File: src/rtl/twave_cfg_ctrl.sv
// Triangle-carrier configuration controller: validates carrier settings, defers
// run-time updates to the next carrier valley, and counts carrier periods.
module twave_cfg_ctrl #(
  parameter int unsigned BIT_WIDTH = 16,
  parameter int unsigned CNT_W     = 16,
  parameter logic [BIT_WIDTH-1:0] DEF_UPPER = 16'hFFFF,
  parameter logic [BIT_WIDTH-1:0] DEF_LOWER = 16'h0000,
  parameter logic [BIT_WIDTH-1:0] DEF_STEP  = 16'h0001
) (
  input  logic                 MClk,
  input  logic                 RstN,
  input  logic                 Start,
  input  logic                 Stop,
  input  logic                 CfgValid,
  output logic                 CfgReady,
  input  logic [BIT_WIDTH-1:0] CfgUpper,
  input  logic [BIT_WIDTH-1:0] CfgLower,
  input  logic [BIT_WIDTH-1:0] CfgStep,
  input  logic [BIT_WIDTH-1:0] TWave,
  output logic                 GenEn,
  output logic [BIT_WIDTH-1:0] UpperLimit,
  output logic [BIT_WIDTH-1:0] LowerLimit,
  output logic [BIT_WIDTH-1:0] StepSize,
  output logic                 CfgErr,
  output logic                 ValleyPulse,
  output logic [CNT_W-1:0]     PeriodCnt
);

  typedef enum logic [1:0] {IDLE, RUN, PEND} state_t;

  state_t               state;
  logic [BIT_WIDTH-1:0] shUpper, shLower, shStep;
  logic [BIT_WIDTH-1:0] prevWave;
  logic [BIT_WIDTH-1:0] cfgSpan;
  logic                 falling, trkArmed;
  logic                 accept, cfgOk, valleyDet;

  assign accept    = CfgValid & CfgReady;
  assign cfgSpan   = CfgUpper - CfgLower;
  assign cfgOk     = (CfgLower < CfgUpper) && (CfgStep != '0) && (CfgStep <= cfgSpan);
  assign valleyDet = GenEn & trkArmed & falling & (TWave > prevWave);

  always_ff @(posedge MClk) begin
    if (!RstN) begin
      state       <= IDLE;
      CfgReady    <= 1'b1;
      GenEn       <= 1'b0;
      UpperLimit  <= DEF_UPPER;
      LowerLimit  <= DEF_LOWER;
      StepSize    <= DEF_STEP;
      CfgErr      <= 1'b0;
      ValleyPulse <= 1'b0;
      PeriodCnt   <= '0;
      shUpper     <= '0;
      shLower     <= '0;
      shStep      <= '0;
      prevWave    <= '0;
      falling     <= 1'b0;
      trkArmed    <= 1'b0;
    end else begin
      ValleyPulse <= valleyDet;
      if (valleyDet) PeriodCnt <= PeriodCnt + 1'b1;

      // The first enabled cycle carries no valid sample, so the tracker only arms then.
      if (!GenEn || !trkArmed) begin
        prevWave <= '0;
        falling  <= 1'b0;
        trkArmed <= GenEn;
      end else begin
        prevWave <= TWave;
        if (valleyDet)             falling <= 1'b0;
        else if (TWave < prevWave) falling <= 1'b1;
      end

      unique case (state)
        IDLE: begin
          if (accept) begin
            if (cfgOk) begin
              UpperLimit <= CfgUpper;
              LowerLimit <= CfgLower;
              StepSize   <= CfgStep;
              CfgErr     <= 1'b0;
            end else begin
              CfgErr <= 1'b1;
            end
          end
          if (Start && !Stop) begin
            state     <= RUN;
            GenEn     <= 1'b1;
            PeriodCnt <= '0;
          end
        end
        RUN: begin
          if (Stop) begin
            state <= IDLE;
            GenEn <= 1'b0;
          end else if (accept) begin
            if (cfgOk) begin
              shUpper  <= CfgUpper;
              shLower  <= CfgLower;
              shStep   <= CfgStep;
              CfgErr   <= 1'b0;
              CfgReady <= 1'b0;
              state    <= PEND;
            end else begin
              CfgErr <= 1'b1;
            end
          end
        end
        PEND: begin
          if (Stop || ValleyPulse) begin
            UpperLimit <= shUpper;
            LowerLimit <= shLower;
            StepSize   <= shStep;
            CfgReady   <= 1'b1;
            if (Stop) begin
              GenEn <= 1'b0;
              state <= IDLE;
            end else begin
              state <= RUN;
            end
          end
        end
        default: state <= IDLE;
      endcase
    end
  end

endmodule

File: config.mk
export PLATFORM = sky130hd
export DESIGN_NAME = twave_cfg_ctrl
export DESIGN_NICKNAME = d
export VERILOG_FILES = /design/src/rtl/twave_cfg_ctrl.sv
export SDC_FILE = /design/constraint.sdc
export NUM_CORES = 1
export LEC_CHECK = 0
export CAP_MARGIN = 20
export CELL_PAD_IN_SITES_DETAIL_PLACEMENT = 1
export CELL_PAD_IN_SITES_GLOBAL_PLACEMENT = 1
export CORE_MARGIN = 4
export CORE_UTILIZATION = 43
export DETAILED_ROUTE_END_ITERATION = 6
export GPL_ROUTABILITY_DRIVEN = 0
export PLACE_DENSITY_LB_ADDON = 0.1
export SETUP_SLACK_MARGIN = 0.4
export SYNTH_ARGS = -nofsm -noshare
export SYNTH_HDL_FRONTEND = slang
export SYNTH_SLANG_ARGS = --single-unit
File: constraint.sdc
create_clock -name MClk -period 9.4 [get_ports MClk]
set_clock_uncertainty 0.2 [all_clocks]
set_input_delay 1.88 -clock MClk [delete_from_list [all_inputs] [get_ports MClk]]
set_output_delay 1.88 -clock MClk [all_outputs]
set_load 0.01 [all_outputs]
* Word level (Yosys, flattened, before mapping)
Cells that the tools add are included.
** Cells by class
- Muxes and demuxes :: 35
- Reductions and logical operators :: 22
- Magnitude comparators :: 4
- Eq/ne operators :: 11
- $add $sub $neg :: 2
- Bitwise operators :: 6
** Operators by type and width (number)
- $mux W16 :: 12
- $pmux W16 S2 :: 3
- $lt A16 B16 Y1 :: 2
- $add A16 B1 Y16 const B :: 1
- $gt A16 B16 Y1 :: 1
- $le A16 B16 Y1 :: 1
- $reduce_bool A16 Y1 :: 1
- $sub A16 B16 Y16 :: 1
- $ne A2 B2 Y1 const B :: 7
- $reduce_and A4 Y1 :: 3
- $mux W1 :: 11
- $mux W2 :: 5
- $ne A3 B3 Y1 const B :: 2
- $pmux W2 S3 :: 1
- $reduce_bool A2 Y1 :: 3
- $reduce_and A5 Y1 :: 1
- $and A1 B1 Y1 :: 4
- $pmux W1 S2 :: 2
- $logic_and A1 B1 Y1 :: 3
- $logic_not A1 Y1 :: 3
- $pmux W1 S3 :: 1
- $reduce_and A3 Y1 :: 1
- $reduce_bool A3 Y1 :: 1
- $reduce_or A3 Y1 :: 1
- other kinds (7) :: 9
** Storage, ports and cells
- Register bits :: 136
- Input bits :: 69

* Longest topological paths before layout
Gate-level depths: netlist of the first run.
- Depth in word-level cells :: 7
- Gate-level depth with buffers :: 20

* Least setup slack after synthesis of the first run
OpenSTA, ideal clock, no wires.
- Path kind :: input port to flip-flop
- Start :: input CfgUpper[0]
- End :: register StepSize[3]
- Required time :: 9.058 ns
- Slack :: 3.643 ns
- Stages on the path :: 20
- Data arrival time :: 5.415 ns
- Path buffers :: 2
- Path through :: inv_1 -> ha_1 -> fa_1 -> nor2b_1 -> o31ai_4 -> a21oi_2 -> a21oi_1 -> o21ai_0 -> o41ai_1 -> xor2_1 -> ha_1 -> nand4_1 -> nor3_1 -> a21bo_2 -> o211ai_1 -> a21oi_1 -> buf_2 -> buf_2 -> a211oi_1 -> a211oi_2
** Between the ends
- Longest elaborated chain between the ends :: 5
- Elaborated cells on any way between the ends :: 7
** Ends and longest elaborated chain
- start: declaration :: RTL line 16 : input logic [BIT_WIDTH-1:0] CfgUpper,
- $sub A16 B16 Y16 / $lt A16 B16 Y1 (equally long branches) :: RTL line 39, 40
- $le A16 B16 Y1 / $logic_and A1 B1 Y1 (equally long branches) :: RTL line 40 : assign cfgOk = (CfgLower < CfgUpper) && (CfgStep != '0) && (CfgStep <= cfgSpan);
- $logic_and A1 B1 Y1 (*) :: RTL line 40
- $ne A2 B2 Y1 (no source line) (*)
- $reduce_and A4 Y1 (no source line) (*)
- end signal: assignment :: RTL line 81 : StepSize <= CfgStep;
- end signal: assignment :: RTL line 114 : StepSize <= shStep;
- end: declaration :: RTL line 23 : output logic [BIT_WIDTH-1:0] StepSize,
Mark *: on every way between the ends. The rest lies on a longest branch, timed or not.
A chain may end at the register's enable or synchronous reset.

* Final worst setup path of the first run
- Start :: input CfgUpper[0]
- End :: register StepSize[11]
The elaborated chain is that of the path after synthesis.

==> results of run 1 <==
[report_power, final]
part	total, W	switching (W)	internal [W]
clock	0.000725	0.000260	0.000465
combinational	0.000371	0.000218	0.000153
sequential	0.000620	0.0000165	0.000604
[tightest hold or removal path, delay by kind of cell, from the launching register on]
kind | cells | cell delay [ns]
flops | 1 | 0.30
compound gates | 2 | 0.12
[final timing paths]
kind	start	to	slack [ns]	cells after the start
worst min-delay path	shUpper[12]$_SDFFE_PN0P_	shUpper[12]$_SDFFE_PN0P_	0.28	2
worst max register to register	state[0]$_SDFFE_PN0P_	StepSize[11]$_SDFFE_PN0P_	5.82	10
worst max-delay path	CfgUpper[0]	StepSize[11]$_SDFFE_PN0P_	2.18	21
worst min register to register	shUpper[12]$_SDFFE_PN0P_	shUpper[12]$_SDFFE_PN0P_	0.28	2
[routing by layer]
layer  up-vias  track usage (%)  wire length, µm
li1       3380                -                -
met1      3495             28.4             9900
met2       157             45.7            12800
met3        46             5.35              999
met4         0             9.06              593
met5         -                0                0
[cell usage in the layout (no fill, tap or decap), drive strengths merged, types with 3 or more instances in the layout]
master	count
a2111oi	17
a211oi	64
a21o	15
a21oi	79
a31oi	19
and2	21
and3	8
buf	9
bufinv	4
clkbuf	21
clkdlybuf4s50	136
clkinv	5
dfxtp	136
ha	53
inv	46
mux2i	49
nand2	27
nand2b	3
nand3	63
nand4	12
nor2	29
nor2b	7
nor3	10
nor3b	3
nor4	5
o211ai	8
o21ai	62
or3	7
or4	4
xnor2	4
xor2	13
[synth_stat cells (10+ instances only)]
cell       number  area, µm²
clkbuf_1       52        195
a21o_1         15        113
nand4_1        12       75.1
nand3_1        63        315
a2111oi_0      17        149
inv_1          44        165
ha_1           53        663
a211oi_2       10        125
dfxtp_1       136       2720
nand2_1        27        101
a21oi_1        78        390
a211oi_1       54        405
mux2i_1        49        490
a31oi_1        18        113
xor2_1         13        114
o21ai_0        62        310
nor3_1         10       50.1
and2_1         21        131
nor2_1         29        109
[layout make-up]
class	count	area, µm²	area share [%]
multi-input combinational	609	4320	45.1
timing repair buffer	145	1450	15.1
tap	220	275	2.87
clock buffer	21	470	4.91
clock inverter	11	169	1.76
sequential	136	2720	28.4
inverter	45	169	1.76
[kinds of logic (layout without fill, tap and decap cells)]
family	count (synthesis)	after routing	synth area share (%)
buffers and inverters	108	222	5.77
DFF	136	136	36.6
AOI/OAI and AO/OA	285	285	25.6
adders and majority gates	54	54	9.19
muxes	49	49	6.59
xor gates and xnor gates	17	17	2.00
and+or+nand+nor	204	204	14.3
[through the flow]
step / total power [W] / utilization [%]
floorplan: 0.000844 / -
global placement: 0.000979 / 53.2
detailed placement: 0.000997 / 53.2
CTS: 0.00172 / 57.0
global route: 0.00179 / 57.2
finish: 0.00172 / 57.2
[registers in the layout (all words and copies together) (netlist names)]
signal,cells
falling,1
state,2
LowerLimit,16
CfgErr,1
StepSize,16
shLower,16
shUpper,16
GenEn,1
UpperLimit,16
ValleyPulse,1
trkArmed,1
prevWave,16
shStep,16
PeriodCnt,16
CfgReady,1
==> flow_summary.toml, run 1 <==
[grt]
gr-total-overflow = 0
grt_pass1_wl_um = 39900
antenna_found_initial = 0
grt_pass1_vias = 7541
grt_max_degree = 100
grt_usage_pct = 24.9

[final_layout]
fillerInstances = 1906
design_area_mm2 = 0.00958
area_growth_pct = 28.8
antenna_cells = 0
drive_above_1_share_pct = 6.41
final_nets = 1077
fin_cells = 1187

[floorplan]
die_w_um = 140
initial_utilization_pct = 44.4
rows = 47
die_h_um = 140
core_mm2 = 0.0168
io_pins = 137
fp.dieArea_mm2 = 0.0195

[logic_synthesis]
synth-edff-count = 0
synth-async-reset-ratio_pct = 0
syn_area_per_cell_um2 = 8.72
ys_types = 58
yosys_warnings = 0
synth_ff_type = "dfxtp_1"
synth-seq-cells = 136
synthesis.nets = 976
synth_cells = 853
synth_area_mm2 = 0.00744
ys_seq_area_share_pct = 36.6

[sta]
grt_setup_unrepaired = "no"
fmax_ghz = 0.138
worstMarginPinSlew_ns = 1.07
fin_setup_tns_ns = 0
slew_headroom_pct = 28.9
setup_slack_ns = 2.18
worst_hold_slack_ns = 0.277
hold_violations = 0
finalMaxSlewViolations = 0
final.period_utilization_pct = 76.9
finalCriticalPeriod_ns = 7.22
setup_viol = 0

[pwr]
p_per_area_mw_per_mm2 = 179
max-vdd-ir-drop_mv = 0.134
p_leak_nw = 3.39

[place]
dp_slack_ns = 1.33
io_buffers = 136
placed_area_mm2 = 0.00891
place_inst = 1154
dpl.hpwl_um = 17300

[critical_path]
worstPathMaxFanout = 49
endpoint_kind = "flop"
cp_cell_sequence = "clkdlybuf4s50_1 -> inv_1 -> ha_1 -> fa_1 -> nor2b_1 -> o31ai_4 -> a21oi_2 -> a21oi_1 -> o21ai_0 -> o41ai_1 -> xor2_1 -> ha_1 -> nand4_1 -> nor3_1 -> nand4_1 -> a21oi_4 -> buf_4 -> a21o_1 -> buf_16 -> buf_4 -> a211oi_1"
critical-path-max-stage-delay_ns = 0.54
cp.buffers_inverters = 5
cp_slowest_cell = "clkdlybuf4s50_1"
critPathRequiredTime_ns = 9.47
cp_data_arrival_time_ns = 7.30
crit_type = "primary input to flop"
start_kind = "primary input"
cp_top_family = "buffers and inverters"

[cts]
clock_latency_ns = 0.43
cts_resized = 0
cts_hold_buffers = 0
cts_setup_buffers = 0
cts_tree = "yes"
clk_pin_slew_worst_paths_ns = 0.06
cts_buffers = 17
htreeDepth = 4
clockBufferDepth = 2
cts.sinks = 136
cts-root-buf = "clkbuf_16"

[outcome]
outcome = "completed"

[routing]
wl_per_cell_um = 20.4
route.detailed.drc = 0
detail_route.vias_per_cell = 5.96
finalWirelength_um = 24300
vias = 7078
first_pass_iters = 4
ant_nets = 0
drtIter0Drc = 420

[run]
max-cap-violations = 0

[worst_hold_path]
hold_class = "flop to flop"
No activity file was read; power rests on OpenSTA's default activity.
==> run 2: changes to the inputs <==
--- a/config.mk
+++ b/config.mk
@@ -9,7 +9,7 @@
 export CELL_PAD_IN_SITES_DETAIL_PLACEMENT = 1
 export CELL_PAD_IN_SITES_GLOBAL_PLACEMENT = 1
 export CORE_MARGIN = 4
-export CORE_UTILIZATION = 43
+export CORE_UTILIZATION = 36
 export DETAILED_ROUTE_END_ITERATION = 6
 export GPL_ROUTABILITY_DRIVEN = 0
 export PLACE_DENSITY_LB_ADDON = 0.1
==> constraint.sdc (replaced) <==
create_clock -name MClk -period 5.96 [get_ports MClk]
set_clock_uncertainty 0.2 [all_clocks]
set_input_delay 1.192 -clock MClk [delete_from_list [all_inputs] [get_ports MClk]]
set_output_delay 1.192 -clock MClk [all_outputs]
set_load 0.01 [all_outputs]
==> flow_summary.toml, run 2 (synthesis gave the netlist of run 1 again) <==
[cts]
cts_hold_buffers = 0
clock_latency_ns = 0.44
cts.sinks = 136
cts_setup_buffers = 0
cts-root-buf = "clkbuf_16"
clockBufferDepth = 2
clk_pin_slew_worst_paths_ns = 0.06
cts_buffers = 17
cts_tree = "yes"
htreeDepth = 4

[pwr]
switchingPower_w = 0.000809
internal-power_w = 0.00193
p_leak_nw = 3.48
clkPwrFrac_pct = 41.5
p_comb_share_pct = 22.8
max-vdd-ir-drop_mv = 0.171
seqPwrFrac_pct = 35.7
swShare_pct = 29.5
p_per_area_mw_per_mm2 = 279

[sta]
hold_violations = 0
fin_setup_tns_ns = 0
grt_setup_unrepaired = "yes"
worstMarginPinSlew_ns = 1.04
setup_viol = 0
final.period_utilization_pct = 90.8
setup_slack_ns = 0.547
fmax_ghz = 0.185
slew_headroom_pct = 30.8
finalMaxSlewViolations = 0
finalCriticalPeriod_ns = 5.41

[grt]
grt_pass1_wl_um = 41000
grt_usage_pct = 22.5
grt_max_degree = 62
antenna_found_initial = 0
grt_pass1_vias = 7729
gr-total-overflow = 0

[run]
max-cap-violations = 0

[routing]
drtIter0Drc = 393
finalWirelength_um = 25500
wl_per_cell_um = 20.5
detail_route.vias_per_cell = 5.70
route.detailed.drc = 0
vias = 7110
ant_nets = 0
first_pass_iters = 5

[critical_path]
critPathRequiredTime_ns = 6.02
cp_data_arrival_time_ns = 5.48
endpoint_kind = "flop"
r2r-start = "state[0]$_SDFFE_PN0P_"
critPathLaunch = "CfgUpper[0]"
crit_type = "primary input to flop"
start_kind = "primary input"
worstPathMaxFanout = 17

[floorplan]
initial_utilization_pct = 36.6
core_mm2 = 0.0203
io_pins = 137
fp.dieArea_mm2 = 0.0230
die_w_um = 152
die_h_um = 152
rows = 52

[place]
io_buffers = 136
dp_slack_ns = -0.0669
dpl.hpwl_um = 17900

[final_layout]
antenna_cells = 0
drive_above_1_share_pct = 8.50
final_core_util_pct = 48.5
final_nets = 1087
area_growth_pct = 32.3
final_cell_mix = "136 x dfxtp_1, 136 x clkdlybuf4s50_1, 76 x a21oi_1"

[worst_hold_path]
hold_start = "shUpper[5]$_SDFFE_PN0P_"
hold_class = "flop to flop"

[outcome]
outcome = "completed"
run 2: what timing repair did:
item | 4_1_cts | 5_1_grt
hold endpoints to repair | 0 | 0
endpoints found under the setup margin | 6 | 98
pin swaps | 0 | 5
cloned | 0 | 0
resized for setup | 1 | 16
run 2: final timing paths:
path,to,slack [ns],cells after the start
worst max-delay path,UpperLimit[1]$_SDFFE_PN1P_,0.55,19
worst min-delay path,shUpper[5]$_SDFFE_PN0P_,0.28,2
worst max register to register,UpperLimit[9]$_SDFFE_PN1P_,2.86,7
worst min register to register,shUpper[5]$_SDFFE_PN0P_,0.28,2
run 2: metal layers:
layer | up-vias | track usage, % | part of all wire (%)
li1 | 3393 | - | -
met1 | 3529 | 27.3 | 43
met2 | 134 | 39.6 | 51
met3 | 54 | 3.93 | 3.4
met4 | 0 | 8.36 | 2.7
met5 | - | 0 | 0
run 2: power groups by stage:
stage,Combinational (W),Sequential [W],Clock [W]
after detailed placement,0.000614,0.000996,0
after floorplan,0.000325,0.00101,0
after global routing,0.000685,0.000981,0.00120
after CTS,0.000620,0.000977,0.00116
after global placement,0.000590,0.000995,0
final,0.000626,0.000977,0.00114
run 2: final cells by class:
class / count / area [µm²]
Multi-Input combinational cell: 609 / 4380
Clock buffer: 22 / 494
Sequential cell: 136 / 2720
Timing Repair Buffer: 155 / 1590
Fill cell: 2340 / 10500
Tap cell: 270 / 338
Inverter: 45 / 169
Clock inverter: 10 / 139
run 2: critical path: stages:
cell and delay (ns):
clkdlybuf4s50_1 0.56, inv_1 0.07, ha_1 0.23, fa_1 0.42, nor2b_2 0.20, o31ai_4 0.09, a21oi_2 0.19, buf_4 0.16
a311oi_4 0.13, xnor2_1 0.22, ha_1 0.33, nand4_1 0.15, a21oi_1 0.23, nor3_2 0.08, o211ai_1 0.35, a21oi_4 0.13
buf_4 0.22, a2111oi_0 0.45, a31oi_1 0.07
run 2: metrics by stage:
stage,std cells,instance area [µm²],total power [W],hold slack (ns)
after detailed placement,1215,9150,0.00161,0.269
final,1247,9840,0.00274,0.276
after CTS,1247,9780,0.00275,0.277
after floorplan,853,7440,0.00133,0.254
after global routing,1247,9840,0.00286,0.297
after global placement,1215,9150,0.00159,0.260
==> run 3: changes to the inputs <==
--- a/config.mk
+++ b/config.mk
@@ -11,7 +11,6 @@
 export CORE_MARGIN = 4
 export CORE_UTILIZATION = 36
 export DETAILED_ROUTE_END_ITERATION = 6
-export GPL_ROUTABILITY_DRIVEN = 0
 export PLACE_DENSITY_LB_ADDON = 0.1
 export SETUP_SLACK_MARGIN = 0.4
 export SYNTH_ARGS = -nofsm -noshare
==> results of run 3 <==
No change in the layout: final DEF, timing and power equal those of run 2.
